<file path="src/rtl/mul_div_if.sv">
// ============================================================================
// Module      : mul_div_if
// Description : Command/result bundle between the datapath and mul_div_unit.
// Revision    : 1.0 - initial release
// ============================================================================
`default_nettype none

interface mul_div_if #(
    parameter int N = 32
);
    logic         start;
    logic [1:0]   op;
    logic [N-1:0] a;
    logic [N-1:0] b;
    logic         write_hi;
    logic         write_lo;
    logic [N-1:0] write_data;
    logic [N-1:0] hi;
    logic [N-1:0] lo;
    logic         busy;
    logic         done;
    logic         div_zero;

    modport master (
        output start, op, a, b, write_hi, write_lo, write_data,
        input  hi, lo, busy, done, div_zero
    );

    modport slave (
        input  start, op, a, b, write_hi, write_lo, write_data,
        output hi, lo, busy, done, div_zero
    );
endinterface

`default_nettype wire

</file>
<file path="src/rtl/mul_div_unit.sv">
// ============================================================================
// Module      : mul_div_unit
// Description : Iterative shift-add multiply / restoring divide with HI/LO.
//               Signed mult/div are built only when MULDIV_SIGNED_EN is defined.
// Revision    : 1.0 - initial release
// ============================================================================
`default_nettype none

module mul_div_unit #(
    parameter int N = 32
) (
    input  logic       clk,
    input  logic       rst,
    mul_div_if.slave   bus
);

    localparam int           CW       = $clog2(N + 1);
    localparam logic [CW-1:0] CNT_LOAD = CW'(N);
    localparam logic [CW-1:0] CNT_ONE  = CW'(1);

    localparam logic [1:0] S_IDLE = 2'd0;
    localparam logic [1:0] S_MUL  = 2'd1;
    localparam logic [1:0] S_DIV  = 2'd2;
    localparam logic [1:0] S_FIN  = 2'd3;

    logic [1:0]     state_q, state_d;
    logic [CW-1:0]  cnt_q, cnt_d;
    logic [2*N-1:0] acc_q, acc_d;
    logic [N-1:0]   opnd_q, opnd_d;
    logic           dz_q, dz_d;
    logic [N-1:0]   hi_q, hi_d;
    logic [N-1:0]   lo_q, lo_d;
    logic           div_zero_q, div_zero_d;

    logic           w_launch;
    logic [N-1:0]   w_a_mag;
    logic [N-1:0]   w_b_mag;
    logic [N:0]     w_mul_sum;
    logic [2*N-1:0] w_mul_next;
    logic [N+1:0]   w_div_diff;
    logic           w_div_ok;
    logic [2*N-1:0] w_div_next;
    logic [2*N-1:0] w_prod_fix;
    logic [N-1:0]   w_quo_fix;
    logic [N-1:0]   w_rem_fix;

    assign w_launch = ((state_q == S_IDLE) || (state_q == S_FIN)) && bus.start;

    // Multiply: acc = {partial, multiplier}; add multiplicand on LSB, shift right.
    assign w_mul_sum  = {1'b0, acc_q[2*N-1:N]} + (acc_q[0] ? {1'b0, opnd_q} : {(N+1){1'b0}});
    assign w_mul_next = {w_mul_sum, acc_q[N-1:1]};

    // Divide: acc = {remainder, dividend/quotient}; shift left, trial subtract.
    assign w_div_diff = {1'b0, acc_q[2*N-1:N-1]} - {2'b00, opnd_q};
    assign w_div_ok   = ~w_div_diff[N+1];
    assign w_div_next = {(w_div_ok ? w_div_diff[N-1:0] : acc_q[2*N-2:N-1]),
                         acc_q[N-2:0], w_div_ok};

`ifdef MULDIV_SIGNED_EN
    logic w_a_neg;
    logic w_b_neg;
    logic neg_res_q;
    logic neg_rem_q;

    assign w_a_neg = bus.op[1] & bus.a[N-1];
    assign w_b_neg = bus.op[1] & bus.b[N-1];
    assign w_a_mag = w_a_neg ? -bus.a : bus.a;
    assign w_b_mag = w_b_neg ? -bus.b : bus.b;

    always_ff @(posedge clk or negedge rst) begin
        if (!rst) begin
            neg_res_q <= 1'b0;
            neg_rem_q <= 1'b0;
        end else if (w_launch) begin
            neg_res_q <= w_a_neg ^ w_b_neg;
            neg_rem_q <= w_a_neg;
        end
    end

    assign w_prod_fix = neg_res_q ? -w_mul_next : w_mul_next;
    assign w_quo_fix  = neg_res_q ? -w_div_next[N-1:0] : w_div_next[N-1:0];
    assign w_rem_fix  = neg_rem_q ? -w_div_next[2*N-1:N] : w_div_next[2*N-1:N];
`else
    logic w_unused_sign;

    assign w_unused_sign = bus.op[1];
    assign w_a_mag       = bus.a;
    assign w_b_mag       = bus.b;
    assign w_prod_fix    = w_mul_next;
    assign w_quo_fix     = w_div_next[N-1:0];
    assign w_rem_fix     = w_div_next[2*N-1:N];
`endif

    always_comb begin
        state_d    = state_q;
        cnt_d      = cnt_q;
        acc_d      = acc_q;
        opnd_d     = opnd_q;
        dz_d       = dz_q;
        hi_d       = hi_q;
        lo_d       = lo_q;
        div_zero_d = 1'b0;

        case (state_q)
            S_IDLE, S_FIN: begin
                state_d = S_IDLE;
                if (bus.start) begin
                    cnt_d = CNT_LOAD;
                    dz_d  = bus.op[0] && (bus.b == '0);
                    if (bus.op[0]) begin
                        state_d = S_DIV;
                        opnd_d  = w_b_mag;
                        // Divide-by-zero pre-loads its fixed result for the next edge.
                        acc_d   = (bus.b == '0) ? {bus.a, {N{1'b1}}} : {{N{1'b0}}, w_a_mag};
                    end else begin
                        state_d = S_MUL;
                        opnd_d  = w_a_mag;
                        acc_d   = {{N{1'b0}}, w_b_mag};
                    end
                end else begin
                    if (bus.write_hi) hi_d = bus.write_data;
                    if (bus.write_lo) lo_d = bus.write_data;
                end
            end
            S_MUL: begin
                acc_d = w_mul_next;
                cnt_d = cnt_q - CNT_ONE;
                if (cnt_q == CNT_ONE) begin
                    hi_d    = w_prod_fix[2*N-1:N];
                    lo_d    = w_prod_fix[N-1:0];
                    state_d = S_FIN;
                end
            end
            S_DIV: begin
                if (dz_q) begin
                    hi_d       = acc_q[2*N-1:N];
                    lo_d       = acc_q[N-1:0];
                    div_zero_d = 1'b1;
                    state_d    = S_FIN;
                end else begin
                    acc_d = w_div_next;
                    cnt_d = cnt_q - CNT_ONE;
                    if (cnt_q == CNT_ONE) begin
                        hi_d    = w_rem_fix;
                        lo_d    = w_quo_fix;
                        state_d = S_FIN;
                    end
                end
            end
            default: state_d = S_IDLE;
        endcase
    end

    always_ff @(posedge clk or negedge rst) begin
        if (!rst) begin
            state_q    <= S_IDLE;
            cnt_q      <= '0;
            acc_q      <= '0;
            opnd_q     <= '0;
            dz_q       <= 1'b0;
            hi_q       <= '0;
            lo_q       <= '0;
            div_zero_q <= 1'b0;
        end else begin
            state_q    <= state_d;
            cnt_q      <= cnt_d;
            acc_q      <= acc_d;
            opnd_q     <= opnd_d;
            dz_q       <= dz_d;
            hi_q       <= hi_d;
            lo_q       <= lo_d;
            div_zero_q <= div_zero_d;
        end
    end

    assign bus.hi       = hi_q;
    assign bus.lo       = lo_q;
    assign bus.busy     = (state_q == S_MUL) || (state_q == S_DIV);
    assign bus.done     = (state_q == S_FIN);
    assign bus.div_zero = div_zero_q;

endmodule

`default_nettype wire

</file>
<file path="src/flat_wrapper.sv">
// flat-port wrapper written by rule: the top's interface ports become plain ports
module mul_div_unit_flat 
#(
    parameter int N = 32
)
  (clk, rst, bus_start, bus_op, bus_a, bus_b, bus_write_hi, bus_write_lo, bus_write_data, bus_hi, bus_lo, bus_busy, bus_done, bus_div_zero);
  mul_div_if #(.N(N)) bus_i ();
  input  logic clk;
  input  logic rst;
  input wire logic [$bits(bus_i.start)-1:0] bus_start;
  input wire logic [$bits(bus_i.op)-1:0] bus_op;
  input wire logic [$bits(bus_i.a)-1:0] bus_a;
  input wire logic [$bits(bus_i.b)-1:0] bus_b;
  input wire logic [$bits(bus_i.write_hi)-1:0] bus_write_hi;
  input wire logic [$bits(bus_i.write_lo)-1:0] bus_write_lo;
  input wire logic [$bits(bus_i.write_data)-1:0] bus_write_data;
  output wire logic [$bits(bus_i.hi)-1:0] bus_hi;
  output wire logic [$bits(bus_i.lo)-1:0] bus_lo;
  output wire logic [$bits(bus_i.busy)-1:0] bus_busy;
  output wire logic [$bits(bus_i.done)-1:0] bus_done;
  output wire logic [$bits(bus_i.div_zero)-1:0] bus_div_zero;
  assign bus_i.start = bus_start;
  assign bus_i.op = bus_op;
  assign bus_i.a = bus_a;
  assign bus_i.b = bus_b;
  assign bus_i.write_hi = bus_write_hi;
  assign bus_i.write_lo = bus_write_lo;
  assign bus_i.write_data = bus_write_data;
  assign bus_hi = bus_i.hi;
  assign bus_lo = bus_i.lo;
  assign bus_busy = bus_i.busy;
  assign bus_done = bus_i.done;
  assign bus_div_zero = bus_i.div_zero;
  mul_div_unit #(.N(N)) u_core (.clk(clk), .rst(rst), .bus(bus_i));
endmodule
</file>
<file path="config.mk">
export PLATFORM = sky130hd
export DESIGN_NAME = mul_div_unit_flat
export DESIGN_NICKNAME = d
export VERILOG_FILES = /design/src/rtl/mul_div_if.sv /design/src/rtl/mul_div_unit.sv /design/src/flat_wrapper.sv
export SDC_FILE = /design/constraint.sdc
export NUM_CORES = 1
export LEC_CHECK = 0
export CORE_AREA = 2 2 188 190
export CTS_CLUSTER_DIAMETER = 120
export CTS_CLUSTER_SIZE = 8
export DETAILED_ROUTE_END_ITERATION = 8
export DIE_AREA = 0 0 190 192
export HOLD_SLACK_MARGIN = 0.05
export SKIP_LAST_GASP = 1
export SLEW_MARGIN = 20
export SYNTH_ARGS = -nofsm -noshare
export SYNTH_HDL_FRONTEND = slang
export SYNTH_SLANG_ARGS = --single-unit
</file>
<file path="constraint.sdc">
create_clock -name clk -period 3.85 [get_ports clk]
set_input_delay 0.5775 -clock clk [delete_from_list [all_inputs] [get_ports clk]]
set_output_delay 0.5775 -clock clk [all_outputs]
set_load 0.1 [all_outputs]
</file>
==> reports/qor.txt, run 1 <==
run status -> complete, no violations
Post-synth EDFFs -> 0
global route overflow -> 0
Rows -> 68
Async S/R FF share, synth -> 100%
Core ar. -> 34300 um2
placed instance count -> 2211
worst skew pair latency -> 0.45 ns
largest net degree at the start of global routing -> 99
Worst-Margin Slew -> 1.11 ns
DRC -> 0
first-pass GRT wire length -> 79300 um
CTS root buf -> clkbuf_16
Ys Warns -> 0
f_max -> 267 MHz
syn avg cell area -> 8.31 um2
Final min period -> 3.75 ns
I/O Buffers -> 168
routed wire length per instance -> 23.6 um
Netlist cell types -> 76
Top cell by count, worst path -> a21oi_1
count of final setup violators -> 0
initial DRC count -> 1426
Crit Path Max Fanout -> 6
CTS sink count -> 170
initial antenna violation count -> 0
setup TNS -> 0 ns
final hold viol count -> 0
Reg clk slew, reported paths -> 0.07 ns
DP HPWL -> 39400 um
antenna cells -> 0
Synthesized Nets -> 1814
largest area contributor in the netlist -> dfrtp_1
sequential share of the synthesized area -> 31.2%
Slew Limit Fails -> 0
most frequent cells in the layout -> 206 x nand2_1, 169 x dfrtp_1, 165 x clkdlybuf4s50_1
Critical Path, Cell by Cell -> ha_1 > inv_1 > fa_1 > nand2b_1 > a21oi_1 > buf_4 > o2111ai_1 > nand3_1 > o21ai_1 > o21ai_0 > a21oi_1 > o21bai_1 > mux2_2 > a31oi_1
vias in the first global route -> 13300
CTS H-tree depth -> 4
total number of vias -> 13900
Mapped Cells -> 1640
type of the worst min-delay path -> in -> async
width of the die -> 190 um
GPL Wtd Cong -> 1.00
Max transition margin -> 26.0%
commonest non-fill, non-tap cell in the layout -> nand2_1
Die H -> 192 um
final worst path period share -> 97.4%
synthesized area -> 13600 um2
NumNets Final -> 1951
Slowest cell on crit path -> dfrtp_1
die area -> 36500 um2
Synth-to-Final Area Change -> 21.6%
Clock Path Buffers -> 2
Synth Flop Type -> dfrtp_1
Finished Layout Cells -> 2245
drt first pass iters -> 6
CTS tree -> built
Yosys top cell area share -> 31.2%
Seq cells post-synth -> 170
Post-DRT Antenna Nets -> 0
drt total wl -> 53100 um
max cap viols -> 0
Setup Buffers After CTS -> 0
worst path arrival time -> 4.12 ns
slowest stage delay, CP -> 0.48 ns
RSZ-0062 raised after global routing -> no
cts bufs inserted -> 17
io pins -> 170
Setup Crit Path Kind -> reg -> reg
layout cells sized above 1 -> 9.05%
CP Data Required Time -> 4.22 ns
Starting Density -> 39.7%
clk_skew -> 0.0104 ns
Synth area leaders -> dfrtp_1 31%, ha_1 6.3%, mux2i_1 6.2%, nand2_1 5.7%, a21oi_1 4.4%
Total Routing Usage GR -> 28.8%
Worst setup EP type -> register
Vias/cell -> 6.19
Startpoint Class -> register
[worst max-delay path, delay by kind of cell (launching register included)]
family | cells | cell delay, ns
compound gates | 7 | 1.44
fa+ha+maj | 2 | 0.68
flops | 1 | 0.48
buf+inv | 2 | 0.25
simple gates | 2 | 0.40
mux | 1 | 0.42
[metal layers]
layer	track usage (%)	share of wire, %	wire [um]
met5	0	0	0
met4	13.9	5.1	2720
met3	4.82	7.7	4100
met2	45.8	45	23900
met1	38.1	42	22300
[layout make-up]
| class | count | area, um2 |
|---|---|---|
| Clock buffer | 20 | 447 |
| Timing Repair Buffer | 231 | 2220 |
| Tap cell | 455 | 569 |
| Sequential cell | 170 | 4260 |
| Multi-Input combinational cell | 1297 | 8760 |
| Inverter | 60 | 225 |
| Fill cell | 3331 | 17700 |
| Clock inverter | 12 | 92.6 |
[flip-flops by register name (all words and copies together), names as in the netlist]
signal and flops:
u_core.cnt_q 6, u_core.opnd_q 32, u_core.bus.lo 32, u_core.state_q 2, u_core.acc_q 64, u_core.dz_q 1, u_core.bus.div_zero 1, u_core.bus.hi 32
[through the flow]
stage                     setup WS (ns)  cell area [um2]  util (%)  hold slack [ns]
after floorplan                   0.658            13600         -            0.282
after global placement            0.141            16000      46.7            0.464
after detailed placement          0.134            16000      46.7            0.465
after CTS                         0.115            16500      48.2            0.234
after global routing             0.0356            16600      48.3            0.254
final                            0.0987            16600      48.3            0.191
[cell families (layout without fill, tap and decap cells)]
logic type      count (synthesis)  count (layout)  synth area share [%]
compound gates                598             598                  29.9
xor+xnor                       50              50                  3.21
fa+ha+maj                      71              71                  6.63
buf+inv                       174             323                  5.10
flops                         170             170                  31.2
mux                           115             115                  8.72
simple gates                  462             463                  15.2
[cells in the mapped netlist, types with 5 or more instances]
library cell  number
and2_1            34
a21oi_1          121
mux2_2            30
nand4_1           12
a221oi_1          63
a21oi_2            5
buf_1              9
and3_1            13
o22ai_1            5
dfrtp_1          170
mux2i_1           85
clkbuf_1          93
a31oi_1           35
xor2_1            25
o31ai_1           34
nor3_1            15
nand3_1           27
a311oi_1           6
nor2_1           112
o21a_1            10
o21bai_1           9
or3_1              6
a22o_1             6
o211ai_1          20
nand2_1          207
a21o_1            62
nor4_1             8
o21ai_1            5
buf_2              6
inv_1             60
a22oi_1            8
o21ai_0          114
nand2b_1          10
ha_1              69
xnor2_1           25
a211oi_1          46
a21boi_0           6
[path summary, 6_finish.rpt]
kind / cells after the start / slack (ns) / from / to
setup / recovery: 14 / 0.1 / u_core.acc_q[32] / u_core.bus.hi[29]
hold / removal: 1 / 0.19 / rst / u_core.opnd_q[27]
setup reg to reg: 14 / 0.1 / u_core.acc_q[32] / u_core.bus.hi[29]
hold reg to reg: 2 / 0.47 / u_core.bus.lo[28] / u_core.bus.lo[28]
max in group asynchronous: 2 / 2.61 / rst / u_core.acc_q[44]
min in group clk: 2 / 0.47 / u_core.bus.lo[28] / u_core.bus.lo[28]
[timing repair]
action	CTS	global route
hold buffers	0	0
setup endpoints to repair	0	1
gates resized for setup	0	1
Power of run 1 is not shown: default switching activity piles up to over one toggle a cycle in this logic, so the estimate is an artifact.
==> run 2: changes to the inputs <==
--- a/constraint.sdc
+++ b/constraint.sdc
@@ -3,2 +3,2 @@
 set_output_delay 0.5775 -clock clk [all_outputs]
-set_load 0.1 [all_outputs]
+set_load 0.01 [all_outputs]
==> reports/qor.txt, run 2 (same netlist as run 1, synthesis figures left out) <==
CTS H-tree depth -> 4 (unchanged)
f_max -> 279 MHz (+4.8%)
largest net degree at the start of global routing -> 96 (-3.0%)
WHS -> 0.143 ns (-0.0481 ns)
Starting Density -> 39.7% (unchanged)
Synth-to-Final Area Change -> 22.8%
max cap viols -> 0 (unchanged)
Post-CTS Hold Buffers -> 0 (unchanged)
max reg flops -> 64 (unchanged)
CTS tree -> built
Final min period -> 3.58 ns (-0.173 ns)
CP Data Required Time -> 4.18 ns (-0.04 ns)
clk_skew -> 0.0163 ns (+0.00590 ns)
Resized cells post-CTS -> 0 (unchanged)
Post-DRT Antenna Nets -> 0 (unchanged)
layout cells sized above 1 -> 9.60% (+0.55 points)
pwr/cell area -> 1080 nW/um2
final hold viol count -> 0 (unchanged)
die area -> 36500 um2 (unchanged)
Die H -> 192 um (unchanged)
CTS sink count -> 170 (unchanged)
drt first pass iters -> 6 (unchanged)
Max transition margin -> 40.7% (+15 points)
crit path launch -> u_core.acc_q[31]
io pins -> 170 (unchanged)
Startpoint Class -> register
Switching Power -> 9340 uW
first-pass GRT wire length -> 82400 um (+3.9%)
Worst setup EP type -> register
Max VDD drop -> 0.507 mV
Rows -> 68 (unchanged)
Sw Share -> 51.7%
FILL cells -> 3397 (+2.0%)
GPL Wtd Cong -> 0.991 (-1.4%)
Clock Path Buffers -> 2 (unchanged)
Vias/cell -> 6.20 (+0.19%)
commonest non-fill, non-tap cell in the layout -> nand2_1
Worst-Margin Slew -> 0.890 ns (-0.220 ns)
count of final setup violators -> 0 (unchanged)
most frequent cells in the layout -> 206 x nand2_1, 169 x dfrtp_1, 166 x clkdlybuf4s50_1
Lkg Pwr -> 0.00743 uW
vias in the first global route -> 13600 (+2.0%)
total number of vias -> 14000 (+0.73%)
global route overflow -> 0 (unchanged)
initial antenna violation count -> 0 (unchanged)
Logic pwr share -> 70.3%
antenna cells -> 0 (unchanged)
cts bufs inserted -> 17 (unchanged)
Slew Limit Fails -> 0 (unchanged)
type of the worst min-delay path -> in -> async
NumNets Final -> 1963 (+0.62%)
final worst path period share -> 93.0% (-4.5 points)
I/O Buffers -> 168 (unchanged)
FF+latch area -> 4260 um2 (unchanged)
Flop pwr share -> 19.9%
run status -> complete, no violations
Reg clk slew, reported paths -> 0.08 ns (about the same)
Clock Power Share -> 9.8%
Setup Crit Path Kind -> reg -> reg
Overall Power -> 18100 uW
worst skew pair latency -> 0.45 ns (about the same)
DP HPWL -> 40800 um (+3.6%)
RSZ-0062 raised after global routing -> no
reg2reg path depth -> 16 (+2)
setup TNS -> 0 ns (unchanged)
Total Routing Usage GR -> 30.0% (+1.1 points)
Crit Path Max Fanout -> 4 (-2)
Core ar. -> 34300 um2 (unchanged)
footprint of the multi-input gates -> 8750 um2 (-0.14%)
drt total wl -> 54600 um (+2.9%)
initial DRC count -> 1108 (-22%)
DRC -> 0 (unchanged)
worst path arrival time -> 3.90 ns (-0.22 ns)
largest reg by FF count -> u_core.acc_q
width of the die -> 190 um (unchanged)
R2R Path Start -> u_core.acc_q[31]
routed wire length per instance -> 24.2 um (+2.4%)
cell internal pwr -> 8750 uW
Setup Buffers After CTS -> 0 (unchanged)
CTS root buf -> clkbuf_16
[run 2: changes by cell type in the layout (fill, tap and decap cells not counted), moves of 2 or more]
cell	previous run	this run
buf_12	4	6
buf_4	60	70
clkbuf_8	2	4
clkinv_4	2	4
clkinvlp_4	4	2
[run 2: layout make-up]
cell class                      instances  share of cell area (%)
Clock buffer                           21                    2.81
Clock inverter                         11                   0.666
Inverter                               60                    1.35
Multi-Input combinational cell       1296                    52.3
Sequential cell                       170                    25.4
Tap cell                              455                    3.40
Timing Repair Buffer                  244                    14.0
[run 2: critical path, stage by stage (launching register included)]
cell and delay [ns]:
dfrtp_1 0.38, inv_1 0.06, ha_1 0.20, inv_1 0.08, fa_1 0.46, a21o_1 0.23
a221oi_2 0.25, buf_4 0.19, o21ai_2 0.10, a31oi_4 0.28, o21ai_2 0.14, a21oi_2 0.15
mux2i_1 0.12, or3_1 0.32, a311oi_1 0.26, buf_4 0.18, a211oi_1 0.04
[run 2: final timing paths]
path / endpoint / slack, ns
min in group clk: u_core.bus.lo[27] / 0.48
max in group asynchronous: u_core.acc_q[17] / 2.64
setup / recovery: u_core.bus.hi[26] / 0.27
hold reg to reg: u_core.bus.lo[27] / 0.48
hold / removal: u_core.opnd_q[25] / 0.14
setup reg to reg: u_core.bus.hi[26] / 0.27
[run 2: per-stage QoR]
step	utilization, %	worst slack (ns)	cell area (um2)	cells
finish	48.8	0.271	16700	2257
floorplan	-	0.658	13600	1640
global placement	47.0	0.305	16100	2224
detailed placement	47.0	0.304	16100	2224
CTS	48.7	0.261	16700	2256
global route	48.8	0.0164	16700	2257
[run 2: metal layers]
metal / global-route usage (%) / part of all wire [%]
met1: 39.3 / 42
met2: 48.9 / 46
met3: 5.08 / 7.7
met4: 12.3 / 4.7
met5: 0 / 0
[run 2: power by group through the flow]
stage	Sequential [uW]	Clock (uW)	Combinational, uW
final	3600	1770	12700
after global routing	3700	1850	13900
after CTS	3580	1780	12600
after detailed placement	3600	0	12500
after global placement	3600	0	12400
after floorplan	3430	0	8160
(Power assumes the default switching activity.)
==> run 3: changes to the inputs <==
Settings changed: CELL_PAD_IN_SITES_DETAIL_PLACEMENT set to 1, CELL_PAD_IN_SITES_GLOBAL_PLACEMENT set to 2, CORE_AREA 2 2 188 190 to 2 2 204 206, DIE_AREA 0 0 190 192 to 0 0 206 208, PLACE_DENSITY_LB_ADDON set to 0.1.
==> reports/qor.txt, run 3 (same netlist as run 1, synthesis figures left out) <==
run status -> complete, no violations
placed instance count -> 2321 (+4.4%)
width of the die -> 206 um (+8.4%)
Crit Path Max Fanout -> 16 (+12)
worst path arrival time -> 4.04 ns (+0.14 ns)
Reg clk slew, reported paths -> 0.07 ns (about the same)
io pins -> 170 (unchanged)
Setup Crit Path Kind -> reg -> reg
Finished Layout Cells -> 2354 (+4.3%)
largest net degree at the start of global routing -> 101 (+5.2%)
Slew Limit Fails -> 0 (unchanged)
Starting Density -> 33.6% (-6.1 points)
Max VDD drop -> 0.584 mV (+15%)
FF+latch area -> 4260 um2 (unchanged)
initial antenna violation count -> 0 (unchanged)
initial DRC count -> 793 (-28%)
vias in the first global route -> 14500 (+7.1%)
Worst-Margin Slew -> 0.977 ns (+0.0868 ns)
Final min period -> 3.69 ns (+0.108 ns)
Startpoint Class -> register
most frequent cells in the layout -> 206 x nand2_1, 169 x dfrtp_1, 166 x clkdlybuf4s50_1
die area -> 42800 um2 (+17%)
pwr/cell area -> 1090 nW/um2 (+1.1%)
footprint of the multi-input gates -> 8780 um2 (+0.37%)
layout cells sized above 1 -> 10.9% (+1.3 points)
CP Data Required Time -> 4.20 ns (+0.02 ns)
count of final setup violators -> 0 (unchanged)
routed wire length per instance -> 25.7 um (+6.3%)
WHS -> 0.182 ns (+0.0389 ns)
clk_skew -> 0.0140 ns (-0.00225 ns)
f_max -> 271 MHz (-2.9%)
worst skew pair latency -> 0.47 ns (+0.02 ns)
DP HPWL -> 46400 um (+14%)
Lkg Pwr -> 0.00753 uW (+1.4%)
Clock Path Buffers -> 2 (unchanged)
final worst path period share -> 95.8% (+2.8 points)
cts bufs inserted -> 17 (unchanged)
CTS root buf -> clkbuf_16
drt first pass iters -> 7 (+1)
Total Routing Usage GR -> 28.5% (-1.4 points)
max reg flops -> 64 (unchanged)
post-route design area -> 17000 um2 (+1.6%)
global route overflow -> 0 (unchanged)
FILL cells -> 4830 (+42%)
CTS H-tree depth -> 4 (unchanged)
Post-DRT Antenna Nets -> 0 (unchanged)
antenna cells -> 0 (unchanged)
I/O Buffers -> 168 (unchanged)
type of the worst min-delay path -> in -> async
Core ar. -> 40600 um2 (+18%)
Cell Area, Placed -> 16400 um2 (+1.5%)
commonest non-fill, non-tap cell in the layout -> nand2_1
setup TNS -> 0 ns (unchanged)
DRC -> 0 (unchanged)
Rows -> 74 (+8.8%)
max cap viols -> 0 (unchanged)
total number of vias -> 13800 (-1.4%)
drt total wl -> 60500 um (+11%)
largest reg by FF count -> u_core.acc_q
Vias/cell -> 5.86 (-5.5%)
CTS sink count -> 170 (unchanged)
GPL Wtd Cong -> 0.931 (-6.1%)
final hold viol count -> 0 (unchanged)
first-pass GRT wire length -> 91300 um (+11%)
reg2reg path depth -> 12 (-4)
Max transition margin -> 34.9% (-5.8 points)
Die H -> 208 um (+8.3%)
Worst setup EP type -> register
Synth-to-Final Area Change -> 24.7%
CTS tree -> built
NumNets Final -> 1983 (+1.0%)
[run 3: final cells by class]
type | count | area share (%)
Sequential cell | 170 | 25.0
Tap cell | 532 | 3.92
Timing Repair Buffer | 264 | 14.5
Clock buffer | 19 | 2.67
Clock inverter | 13 | 0.825
Inverter | 60 | 1.33
Multi-Input combinational cell | 1296 | 51.7
[run 3: power by group]
part	internal [uW]	switching, uW
sequential	2680	927
combinational	5180	7950
clock	993	832
total	8860	9710
[run 3: critical path: stages (launching register included)]
cell	delay [ns]
dfrtp_1	0.36
inv_1	0.08
ha_1	0.28
nor2b_2	0.21
o2111ai_2	0.17
a31oi_4	0.27
o2111a_1	0.34
a311oi_2	0.17
nor2_4	0.57
mux2_2	0.44
o21ai_0	0.23
o211ai_1	0.22
o211a_1	0.24
[run 3: per-layer routing]
metal	track usage, %	vias to the layer above	share of wire (%)
met2	48.2	367	48
li1	-	6419	-
met1	36.2	6907	43
met5	0	-	0
met3	4.18	99	4.3
met4	11.9	0	4.4
[run 3: worst paths after layout]
kind                                   startpoint                end  slack, ns
max in group asynchronous                     rst   u_core.acc_q[45]       2.63
worst min-delay path                          rst  u_core.opnd_q[24]       0.18
min in group clk                u_core.bus.lo[25]  u_core.bus.lo[25]       0.48
worst max-delay path             u_core.opnd_q[1]  u_core.bus.hi[16]       0.16
worst min register to register  u_core.bus.lo[25]  u_core.bus.lo[25]       0.48
worst max register to register   u_core.opnd_q[1]  u_core.bus.hi[16]       0.16
[run 3: through the flow]
stage,util (%),total power (uW),setup WS [ns]
5_1_grt,41.9,20100,-0.00779
2_1_floorplan,-,11600,0.658
6_report,41.9,18600,0.163
3_3_place_gp,40.3,16500,0.135
4_1_cts,41.8,18600,0.109
3_5_place_dp,40.3,16700,0.131
[run 3: timing repair]
item,4_1_cts,5_1_grt
buffers inserted,0,1
setup endpoints to repair,0,12
resized for setup,0,7
hold endpoints to repair,0,0
hold buffers,0,0
